<file path="src/rtl/eth_rx_mac.sv">
// GMII receive MAC: preamble/SFD strip, CRC-32 and length check, little-endian word packing, RX irq.
// Optional DA filtering is compiled in with `define ETH_RX_MAC_FILTER_EN.
module eth_rx_mac #(
    parameter int ADDR_W  = 9,
    parameter int MIN_LEN = 64,
    parameter int MAX_LEN = 1518
) (
    input  logic              i_rx_clk,
    input  logic              rst_n,
    input  logic [7:0]        i_rx_data,
    input  logic              i_rx_dv,
    input  logic [47:0]       i_mac_addr,
    input  logic              i_rx_ack,
    output logic              o_buf_wr,
    output logic [ADDR_W-1:0] o_buf_addr,
    output logic [31:0]       o_buf_data,
    output logic [10:0]       o_pkt_len,
    output logic              o_pkt_ok,
    output logic              o_irq_rx,
    output logic [15:0]       o_drop_cnt
);

    localparam logic [31:0] CRC_POLY    = 32'h04C11DB7;
    localparam logic [31:0] CRC_RESIDUE = 32'hC704DD7B;
    localparam logic [10:0] LEN_LIMIT   = 11'(MAX_LEN + 1);
    localparam logic [10:0] LEN_MIN     = 11'(MIN_LEN);

    if (MAX_LEN >= 4 * (2 ** ADDR_W)) begin : g_len_check
        $error("eth_rx_mac: MAX_LEN does not fit in the packet buffer");
    end

    typedef enum logic [2:0] {S_IDLE, S_PRE, S_DATA, S_END, S_DONE, S_DROP} state_t;

    state_t            state;
    state_t            state_nxt;
    logic [31:0]       crc;
    logic [10:0]       cnt;
    logic [10:0]       cnt_inc;
    logic [ADDR_W-1:0] idx;
    logic [31:0]       word;
    logic              busy_seen;
    logic              da_miss;
    logic              sfd;
    logic              take;
    logic              word_done;
    logic              flush;
    logic              drop_done;

    // Register is kept MSB-first while bits enter LSB-first, so the good-frame residue is C704DD7B.
    function automatic logic [31:0] crc_next(input logic [31:0] c, input logic [7:0] d);
        logic [31:0] r;
        r = c;
        for (int i = 0; i < 8; i++) begin
            if (r[31] ^ d[i]) r = {r[30:0], 1'b0} ^ CRC_POLY;
            else              r = {r[30:0], 1'b0};
        end
        return r;
    endfunction

    assign cnt_inc = cnt + 11'd1;

`ifdef ETH_RX_MAC_FILTER_EN
    logic [39:0] da_hist;
    logic [47:0] da_full;

    assign da_full = {da_hist, i_rx_data};
    assign da_miss = (cnt_inc == 11'd6) && (da_full != i_mac_addr) && (da_full != 48'hFFFF_FFFF_FFFF);

    always_ff @(posedge i_rx_clk) begin
        if (take) da_hist <= da_full[39:0];
    end
`else
    logic unused_mac;
    assign unused_mac = ^i_mac_addr;
    assign da_miss    = 1'b0;
`endif

    always_ff @(posedge i_rx_clk) begin
        if (!rst_n) state <= S_IDLE;
        else        state <= state_nxt;
    end

    always_comb begin
        state_nxt = state;
        case (state)
            S_IDLE: if (i_rx_dv) state_nxt = (i_rx_data == 8'h55) ? S_PRE : S_DROP;
            S_PRE: begin
                if (!i_rx_dv)                state_nxt = S_IDLE;
                else if (i_rx_data == 8'hD5) state_nxt = S_DATA;
                else if (i_rx_data != 8'h55) state_nxt = S_DROP;
            end
            S_DATA: begin
                if (!i_rx_dv)                           state_nxt = S_END;
                else if (cnt_inc == LEN_LIMIT || da_miss) state_nxt = S_DROP;
            end
            S_END:  state_nxt = S_DONE;
            S_DONE: if (i_rx_ack) state_nxt = S_IDLE;
            S_DROP: if (!i_rx_dv) state_nxt = S_IDLE;
            default: state_nxt = S_IDLE;
        endcase
    end

    always_comb begin
        sfd       = (state == S_PRE) && i_rx_dv && (i_rx_data == 8'hD5);
        take      = (state == S_DATA) && i_rx_dv;
        word_done = take && (cnt[1:0] == 2'd3);
        flush     = (state == S_END);
        // A frame ignored while DONE counts once, when its dv falls.
        drop_done = ((state == S_DROP) && !i_rx_dv) || ((state == S_DONE) && busy_seen && !i_rx_dv);
    end

    always_ff @(posedge i_rx_clk) begin
        if (!rst_n) begin
            o_buf_wr   <= 1'b0;
            o_buf_addr <= '0;
            o_buf_data <= '0;
            o_pkt_len  <= '0;
            o_pkt_ok   <= 1'b0;
            o_irq_rx   <= 1'b0;
            o_drop_cnt <= '0;
            crc        <= 32'hFFFF_FFFF;
            cnt        <= '0;
            idx        <= '0;
            busy_seen  <= 1'b0;
        end else begin
            o_buf_wr  <= 1'b0;
            busy_seen <= (state == S_DONE) && !i_rx_ack && i_rx_dv;
            if (sfd) begin
                crc  <= 32'hFFFF_FFFF;
                cnt  <= '0;
                idx  <= '0;
                word <= '0;
            end
            if (take) begin
                crc <= crc_next(crc, i_rx_data);
                cnt <= cnt_inc;
                if (word_done) begin
                    o_buf_wr   <= 1'b1;
                    o_buf_addr <= idx;
                    o_buf_data <= {i_rx_data, word[23:0]};
                    idx        <= idx + ADDR_W'(1);
                    word       <= '0;
                end else begin
                    word[{cnt[1:0], 3'b000} +: 8] <= i_rx_data;
                end
            end
            if (flush) begin
                o_buf_wr   <= (cnt[1:0] != 2'd0);
                o_buf_addr <= idx;
                o_buf_data <= word;
                o_pkt_len  <= cnt;
                o_pkt_ok   <= (crc == CRC_RESIDUE) && (cnt >= LEN_MIN);
                o_irq_rx   <= 1'b1;
            end
            if ((state == S_DONE) && i_rx_ack) o_irq_rx <= 1'b0;
            if (drop_done && (o_drop_cnt != 16'hFFFF)) o_drop_cnt <= o_drop_cnt + 16'd1;
        end
    end

endmodule

</file>
<file path="config.mk">
export PLATFORM = sky130hd
export DESIGN_NAME = eth_rx_mac
export DESIGN_NICKNAME = d
export VERILOG_FILES = /design/src/rtl/eth_rx_mac.sv
export SDC_FILE = /design/constraint.sdc
export NUM_CORES = 1
export LEC_CHECK = 0
export BUFFER_PORTS_ARGS = -buffer_cell sky130_fd_sc_hd__buf_4
export CAP_MARGIN = 15
export CORE_MARGIN = 3
export CORE_UTILIZATION = 60
export DETAILED_ROUTE_END_ITERATION = 7
export MAX_ROUTING_LAYER = met4
export PLACE_DENSITY = 0.95
export RECOVER_POWER = 25
export SLEW_MARGIN = 40
export SYNTH_ARGS = -nofsm -noshare
export SYNTH_HDL_FRONTEND = slang
export SYNTH_SLANG_ARGS = --single-unit
</file>
<file path="constraint.sdc">
create_clock -name i_rx_clk -period 5.49 [get_ports i_rx_clk]
set_input_delay 1.098 -clock i_rx_clk [delete_from_list [all_inputs] [get_ports i_rx_clk]]
set_output_delay 1.098 -clock i_rx_clk [all_outputs]
set_load 0.1 [all_outputs]
</file>
==> impl_metrics.env, run 1 <==
export IMPL_grt_overflow_total=0
export IMPL_final_area_um2=9120
export IMPL_tritoncts="yes"
export IMPL_htreeDepth=4
export IMPL_post_place_ws_ns=1.97
export IMPL_fin_ws_ns=1.51
export IMPL_fin_util_pct=71.1
export IMPL_clock_skew_ns=0.00929
export IMPL_slew_headroom_pct=-29.0
export IMPL_timing_critical_path_required_ns=5.78
export IMPL_fmax_mhz=251
export IMPL_die_h_um=121
export IMPL_critPathSlowestCell="clkbuf_1"
export IMPL_grt_first_pass_wirelength_um=30700
export IMPL_setup_tns_ns=0
export IMPL_dp_cells=1044
export IMPL_antenna_found_initial=0
export IMPL_stdcell_count=1076
export IMPL_fin_crit_sh_pct=72.6
export IMPL_rows=41
export IMPL_area_growth_syn_to_layout_pct=14.3
export IMPL_use_met2_pct=41.2
export IMPL_r2r_end="crc[5]$_SDFFE_PN1P_"
export IMPL_critPathMaxStageDelay_ns=1.40
export IMPL_yosys_area_share_simple_pct=21.6
export IMPL_total_power_mw=2.64
export IMPL_synth_xor_area_share_pct=14.3
export IMPL_ant_nets=0
export IMPL_syn_nets=910
export IMPL_synth_cell_type_count=64
export IMPL_drt_iter0_drc=585
export IMPL_crit_type="input port to flip-flop"
export IMPL_synth_compound_area_share_pct=14.8
export IMPL_clk_pin_slew_worst_paths_ns=0.06
export IMPL_r2r_setup_slack_ns=1.67
export IMPL_yosysWarnings=0
export IMPL_drv_slew=43
export IMPL_grt_setup_unrepaired="no"
export IMPL_rr_startpoint="state[0]$_SDFFE_PN0P_"
export IMPL_use_met1_pct=35.1
export IMPL_min_period_ns=3.98
export IMPL_p_per_area_nw_per_um2=290
export IMPL_cts_setup_buffers=0
export IMPL_firstDrtPassIters=5
export IMPL_worstRegToRegCells=5
export IMPL_cts_root_buf="clkbuf_16"
export IMPL_gp_congestion=0.900
export IMPL_nNetsFinal=959
export IMPL_drive_gt1_share_pct=13.3
export IMPL_synthMuxAreaShare_pct=0.627
export IMPL_syn_area_um2=7980
export IMPL_num_antenna_cells=0
export IMPL_whs_ns=0.449
export IMPL_drc=0
export IMPL_use_met3_pct=6.99
export IMPL_netlist_instances=842
export IMPL_holdCritPathClass="flip-flop to flip-flop"
export IMPL_ys_seq_area_share_pct=43.9
export IMPL_die_w_um=121
export IMPL_vdd_drop_max_uv=244
export IMPL_synth_area_leaders="dfxtp_1 32%, edfxtp_1 12%, nand2_1 6.9%, a21boi_1 4.1%, xnor2_1 3.4%"
export IMPL_hpwl_um=12100
export IMPL_grt_pass1_vias=6239
export IMPL_worstHoldStart="o_buf_data[7]$_SDFFE_PN0P_"
export IMPL_cp_arrival_ns=4.27
export IMPL_cts_sinks=159
export IMPL_cts_hold_buf=0
export IMPL_synth_top_cell_by_area="dfxtp_1"
export IMPL_placed_cell_area_um2=8640
export IMPL_initial_core_util_pct=62.2
export IMPL_synth_avg_cell_area_um2=9.47
export IMPL_ys_seq_elements=159
export IMPL_drt_wl_total_um=19000
export IMPL_critical_path_endpoint_type="flip-flop"
export IMPL_power_static_leakage_nw=3.63
export IMPL_grt_max_degree=100
export IMPL_die_area_um2=14700
export IMPL_routed_via_density=6.06
export IMPL_post_drt_wl_per_cell_um=17.7
export IMPL_core_area_um2=12800
export IMPL_grt_total_usage_pct=27.1
export IMPL_cts_buffer_depth=2
export IMPL_grt_busiest_layer="met2"
export IMPL_violations="capacitance limit, slew limit"
export IMPL_critPathLaunchType="input port"
export IMPL_min_to="o_buf_data[7]$_SDFFE_PN0P_"
export IMPL_synth_top_area_share_pct=31.9
export IMPL_cts_inserted_buffers=17
export IMPL_hold_viol=0
export IMPL_synth_edf_count=32
export IMPL_io_pins=131
export IMPL_hold_depth=2
export IMPL_worst_pin_slew_ns=1.94
export IMPL_synth_top_family_by_area="simple AND/OR/NAND/NOR gates"
export IMPL_setup_violations=0
export IMPL_outcome="complete, but fails checks"
export IMPL_ys_dominant_reg_cell="dfxtp_1"
export IMPL_crit_path_max_fanout=42
export IMPL_worstSkewPairLatency_ns=0.44
export IMPL_async_flop_share_pct=0
export IMPL_synthAdderAreaFrac_pct=1.25
export IMPL_cts_resized=0
export IMPL_critical_path_cell_chain="clkbuf_1, nand4bb_1, clkbuf_1, nand2_1, o22ai_1, nand2_1"
export IMPL_io_buffers=82
export IMPL_max_cap_violations=1
export IMPL_vias=6522
==> worst max-delay path: cells and delay by family <==
family | cells | cell delay (ns)
simple gates | 3 | 1.15
buf+inv | 2 | 1.59
compound gates | 1 | 0.42
==> registers in the layout, summed over array words and instances (netlist names) <==
register / cells
crc: 32
o_buf_data: 32
word: 32
o_drop_cnt: 16
cnt: 11
o_pkt_len: 11
idx: 9
o_buf_addr: 9
state: 3
busy_seen: 1
o_buf_wr: 1
o_irq_rx: 1
o_pkt_ok: 1
==> cell type report <==
type | count | area (µm²)
Sequential cell | 159 | 3500
Fill cell | 919 | 3710
Timing Repair Buffer | 88 | 597
Clock buffer | 22 | 454
Clock inverter | 10 | 114
Inverter | 10 | 37.5
Multi-Input combinational cell | 615 | 4200
Tap cell | 172 | 215
==> metal layers <==
metal  vias to the layer above  part of all wire, %  wire length, µm
li1                       3059                    -                -
met1                      3120                   41             7800
met2                       301                   48             9150
met3                        42                  8.6             1630
met4                         0                  2.4              451
met5                         -                    0                0
==> Yosys cell counts, types with 6 or more instances <==
cell	n
o21ai_1	27
inv_1	8
nor2_1	57
xnor3_1	8
nor3_1	35
buf_2	20
clkbuf_1	35
and2_1	20
a22oi_1	26
o211a_1	6
nand2_1	146
xnor2_4	7
o22ai_1	6
xor2_1	19
xor3_1	9
a21boi_0	12
ha_1	8
and3_1	13
a21boi_1	44
a31oi_1	7
dfxtp_1	127
nand4_1	9
o21ai_0	10
a21oi_1	7
edfxtp_1	32
nand3_1	23
xnor2_1	31
==> power by group <==
part           internal (mW)  total (mW)  switching, mW  leakage (nW)
sequential              1.21        1.25         0.0316          1.34
clock                  0.681        1.16          0.482         0.279
combinational          0.116       0.231          0.115          2.02
==> worst max path at each step <==
stage	end	depth (start not counted)	start	slack, ns
floorplan	word[10]$_DFFE_PP_	7	i_rx_dv	2.81
detailed placement	cnt[9]$_SDFFE_PN0P_	6	i_rx_dv	1.97
finish	crc[5]$_SDFFE_PN1P_	6	i_rx_dv	1.51
CTS	o_buf_data[6]$_SDFFE_PN0P_	7	i_rx_dv	2.39
global placement	o_buf_addr[2]$_SDFFE_PN0P_	7	i_rx_dv	1.71
global route	crc[9]$_SDFFE_PN1P_	6	i_rx_dv	1.19
==> layout by cell type (no fill, tap or decap), types with 6 or more instances in the layout <==
master and n:
xnor3_1 8, clkbuf_1 22, and2_1 10, xor3_1 9, xnor2_4 7, nand3_1 23
and2_0 10, ha_1 8, nand4_1 9, and3_1 13, nor3_1 35, o21ai_0 10
inv_1 8, a22oi_1 26, o22ai_1 6, dfxtp_1 127, o21ai_1 27, a21oi_1 7
nor2_1 55, nand2_1 145, a21boi_0 13, edfxtp_1 32, a31oi_1 7, buf_4 69
a21boi_1 43, clkbuf_16 17, xor2_1 19, o211a_1 6, xnor2_1 31
==> logic make-up after synthesis <==
| group | count (synthesis) |
|---|---|
| mux | 5 |
| flops | 159 |
| simple gates | 352 |
| buf+inv | 68 |
| fa+ha+maj | 8 |
| xor+xnor | 80 |
| compound gates | 170 |
Power figures use the tool's default switching activity.
==> run 2, diff against run 1 <==
--- a/config.mk
+++ b/config.mk
@@ -8,10 +8,10 @@
 export BUFFER_PORTS_ARGS = -buffer_cell sky130_fd_sc_hd__buf_4
 export CAP_MARGIN = 15
 export CORE_MARGIN = 3
-export CORE_UTILIZATION = 60
+export CORE_UTILIZATION = 51
 export DETAILED_ROUTE_END_ITERATION = 7
 export MAX_ROUTING_LAYER = met4
-export PLACE_DENSITY = 0.95
+export PLACE_DENSITY = 0.87
 export RECOVER_POWER = 25
 export SLEW_MARGIN = 40
 export SYNTH_ARGS = -nofsm -noshare
==> constraint.sdc (replaced) <==
create_clock -name i_rx_clk -period 3.6 [get_ports i_rx_clk]
set_input_delay 0.72 -clock i_rx_clk [delete_from_list [all_inputs] [get_ports i_rx_clk]]
set_output_delay 0.72 -clock i_rx_clk [all_outputs]
set_load 0.1 [all_outputs]
==> run 2 against run 1 <==
Against the previous run: the flow now finishes without violations; sequential power up 52%; first-iteration DRC count rose by 5.3%; hold slack about the same; highest routed layer unchanged.
==> impl_metrics.env, run 2 (same netlist as run 1, synthesis figures left out) <==
export IMPL_clock_skew_ns=0.0139
export IMPL_cts_root_buf="clkbuf_16"
export IMPL_grt_setup_unrepaired="no"
export IMPL_setup_tns_ns=0
export IMPL_initial_core_util_pct=52.3
export IMPL_rr_startpoint="state[1]$_SDFFE_PN0P_"
export IMPL_critPathLaunchType="input port"
export IMPL_post_drt_wl_per_cell_um=16.8
export IMPL_total_power_mw=4.17
export IMPL_dp_cells=1089
export IMPL_grt_total_usage_pct=23.2
export IMPL_cp_arrival_ns=2.88
export IMPL_grt_overflow_total=0
export IMPL_hpwl_um=12000
export IMPL_cts_inserted_buffers=17
export IMPL_post_place_ws_ns=0.841
export IMPL_worst_pin_slew_ns=1.44
export IMPL_drive_gt1_share_pct=12.6
export IMPL_drt_iter0_drc=616
export IMPL_worstSkewPairLatency_ns=0.43
export IMPL_die_w_um=131
export IMPL_cts_hold_buf=0
export IMPL_drv_slew=0
export IMPL_fin_crit_sh_pct=70.3
export IMPL_mostFrequentLayoutCells="146 x nand2_1, 127 x dfxtp_1, 61 x buf_4"
export IMPL_io_pins=131
export IMPL_crit_type="input port to flip-flop"
export IMPL_gp_congestion=0.888
export IMPL_placed_cell_area_um2=8720
export IMPL_clk_pin_slew_worst_paths_ns=0.06
export IMPL_stdcell_count=1121
export IMPL_cts_resized=0
export IMPL_timing_critical_path_required_ns=3.95
export IMPL_cts_sinks=159
export IMPL_power_static_leakage_nw=3.66
export IMPL_cts_buffer_depth=2
export IMPL_min_period_ns=2.53
export IMPL_critical_path_endpoint_type="flip-flop"
export IMPL_drt_wl_total_um=18800
export IMPL_die_area_um2=17200
export IMPL_grt_first_pass_wirelength_um=30600
export IMPL_hold_viol=0
export IMPL_vdd_drop_max_uv=346
export IMPL_ant_nets=0
export IMPL_fin_ws_ns=1.07
export IMPL_area_growth_syn_to_layout_pct=15.6
export IMPL_max_cap_violations=0
export IMPL_vias=6460
export IMPL_antenna_found_initial=0
export IMPL_final_area_um2=9220
export IMPL_drc=0
export IMPL_cts_setup_buffers=0
export IMPL_grt_pass1_vias=6035
export IMPL_htreeDepth=4
export IMPL_rows=45
export IMPL_num_antenna_cells=0
export IMPL_worstRegToRegCells=6
export IMPL_p_per_area_nw_per_um2=452
export IMPL_final_common_cell="nand2_1"
export IMPL_r2r_end="o_buf_data[0]$_SDFFE_PN0P_"
export IMPL_routed_via_density=5.76
export IMPL_holdCritPathClass="flip-flop to flip-flop"
export IMPL_critical_path_startpoint="rst_n"
export IMPL_outcome="finished, final reports clean"
export IMPL_cp_endpoint="cnt[7]$_SDFFE_PN0P_"
export IMPL_fmax_mhz=395
export IMPL_firstDrtPassIters=5
export IMPL_grt_max_degree=72
export IMPL_setup_violations=0
export IMPL_slew_headroom_pct=3.77
export IMPL_tritoncts="yes"
export IMPL_fin_util_pct=60.4
export IMPL_core_area_um2=15300
export IMPL_crit_path_max_fanout=71
export IMPL_r2r_setup_slack_ns=1.11
export IMPL_io_buffers=82
export IMPL_die_h_um=131
export IMPL_nNetsFinal=965
export IMPL_whs_ns=0.449
export IMPL_top_regs="crc x32, o_buf_data x32, word x32"
==> run 2: cell count changes in the layout (fill, tap and decap cells not counted), moves of 2 or more <==
cell,before,now
and2_0,10,0
and2_1,10,20
buf_4,69,61
bufinv_16,2,4
clkbuf_1,22,34
clkbuf_2,0,2
==> run 2: worst min path at each step <==
stage / startpoint / to / depth (start not counted)
floorplan: idx[8]$_SDFF_PN0_ / o_buf_addr[8]$_SDFFE_PN0P_ / 2
global placement: o_buf_data[4]$_SDFFE_PN0P_ / o_buf_data[4]$_SDFFE_PN0P_ / 2
detailed placement: o_buf_addr[4]$_SDFFE_PN0P_ / o_buf_addr[4]$_SDFFE_PN0P_ / 2
CTS: o_buf_addr[4]$_SDFFE_PN0P_ / o_buf_addr[4]$_SDFFE_PN0P_ / 2
global route: i_rx_ack / busy_seen$_SDFF_PN0_ / 2
finish: o_buf_addr[4]$_SDFFE_PN0P_ / o_buf_addr[4]$_SDFFE_PN0P_ / 2
==> run 2: layout make-up <==
class,instances,area [µm²]
fill,1255,6040
multi-input combinational,615,4210
sequential,159,3500
timing repair buffer,94,584
clock buffer,20,437
tap,211,264
clock inverter,12,181
inverter,10,37.5
==> run 2: power breakdown <==
part           switching (mW)  leakage (nW)  internal [mW]  total [mW]
clock                   0.739         0.305           1.17        1.91
combinational           0.177          2.02          0.179       0.356
sequential             0.0493          1.34           1.85        1.90
total                   0.965          3.66           3.20        4.17
==> run 2: critical path, stage by stage <==
cell      delay (ns)
clkbuf_2        1.03
clkbuf_1        0.72
o21ai_0         0.20
a31oi_1         0.18
==> run 2: metal layers <==
| layer | track usage [%] | wire length (µm) |
|---|---|---|
| met1 | 31.2 | 8150 |
| met3 | 5.63 | 1510 |
| met4 | 7.26 | 348 |
| met5 | - | 0 |
| met2 | 34.8 | 8810 |
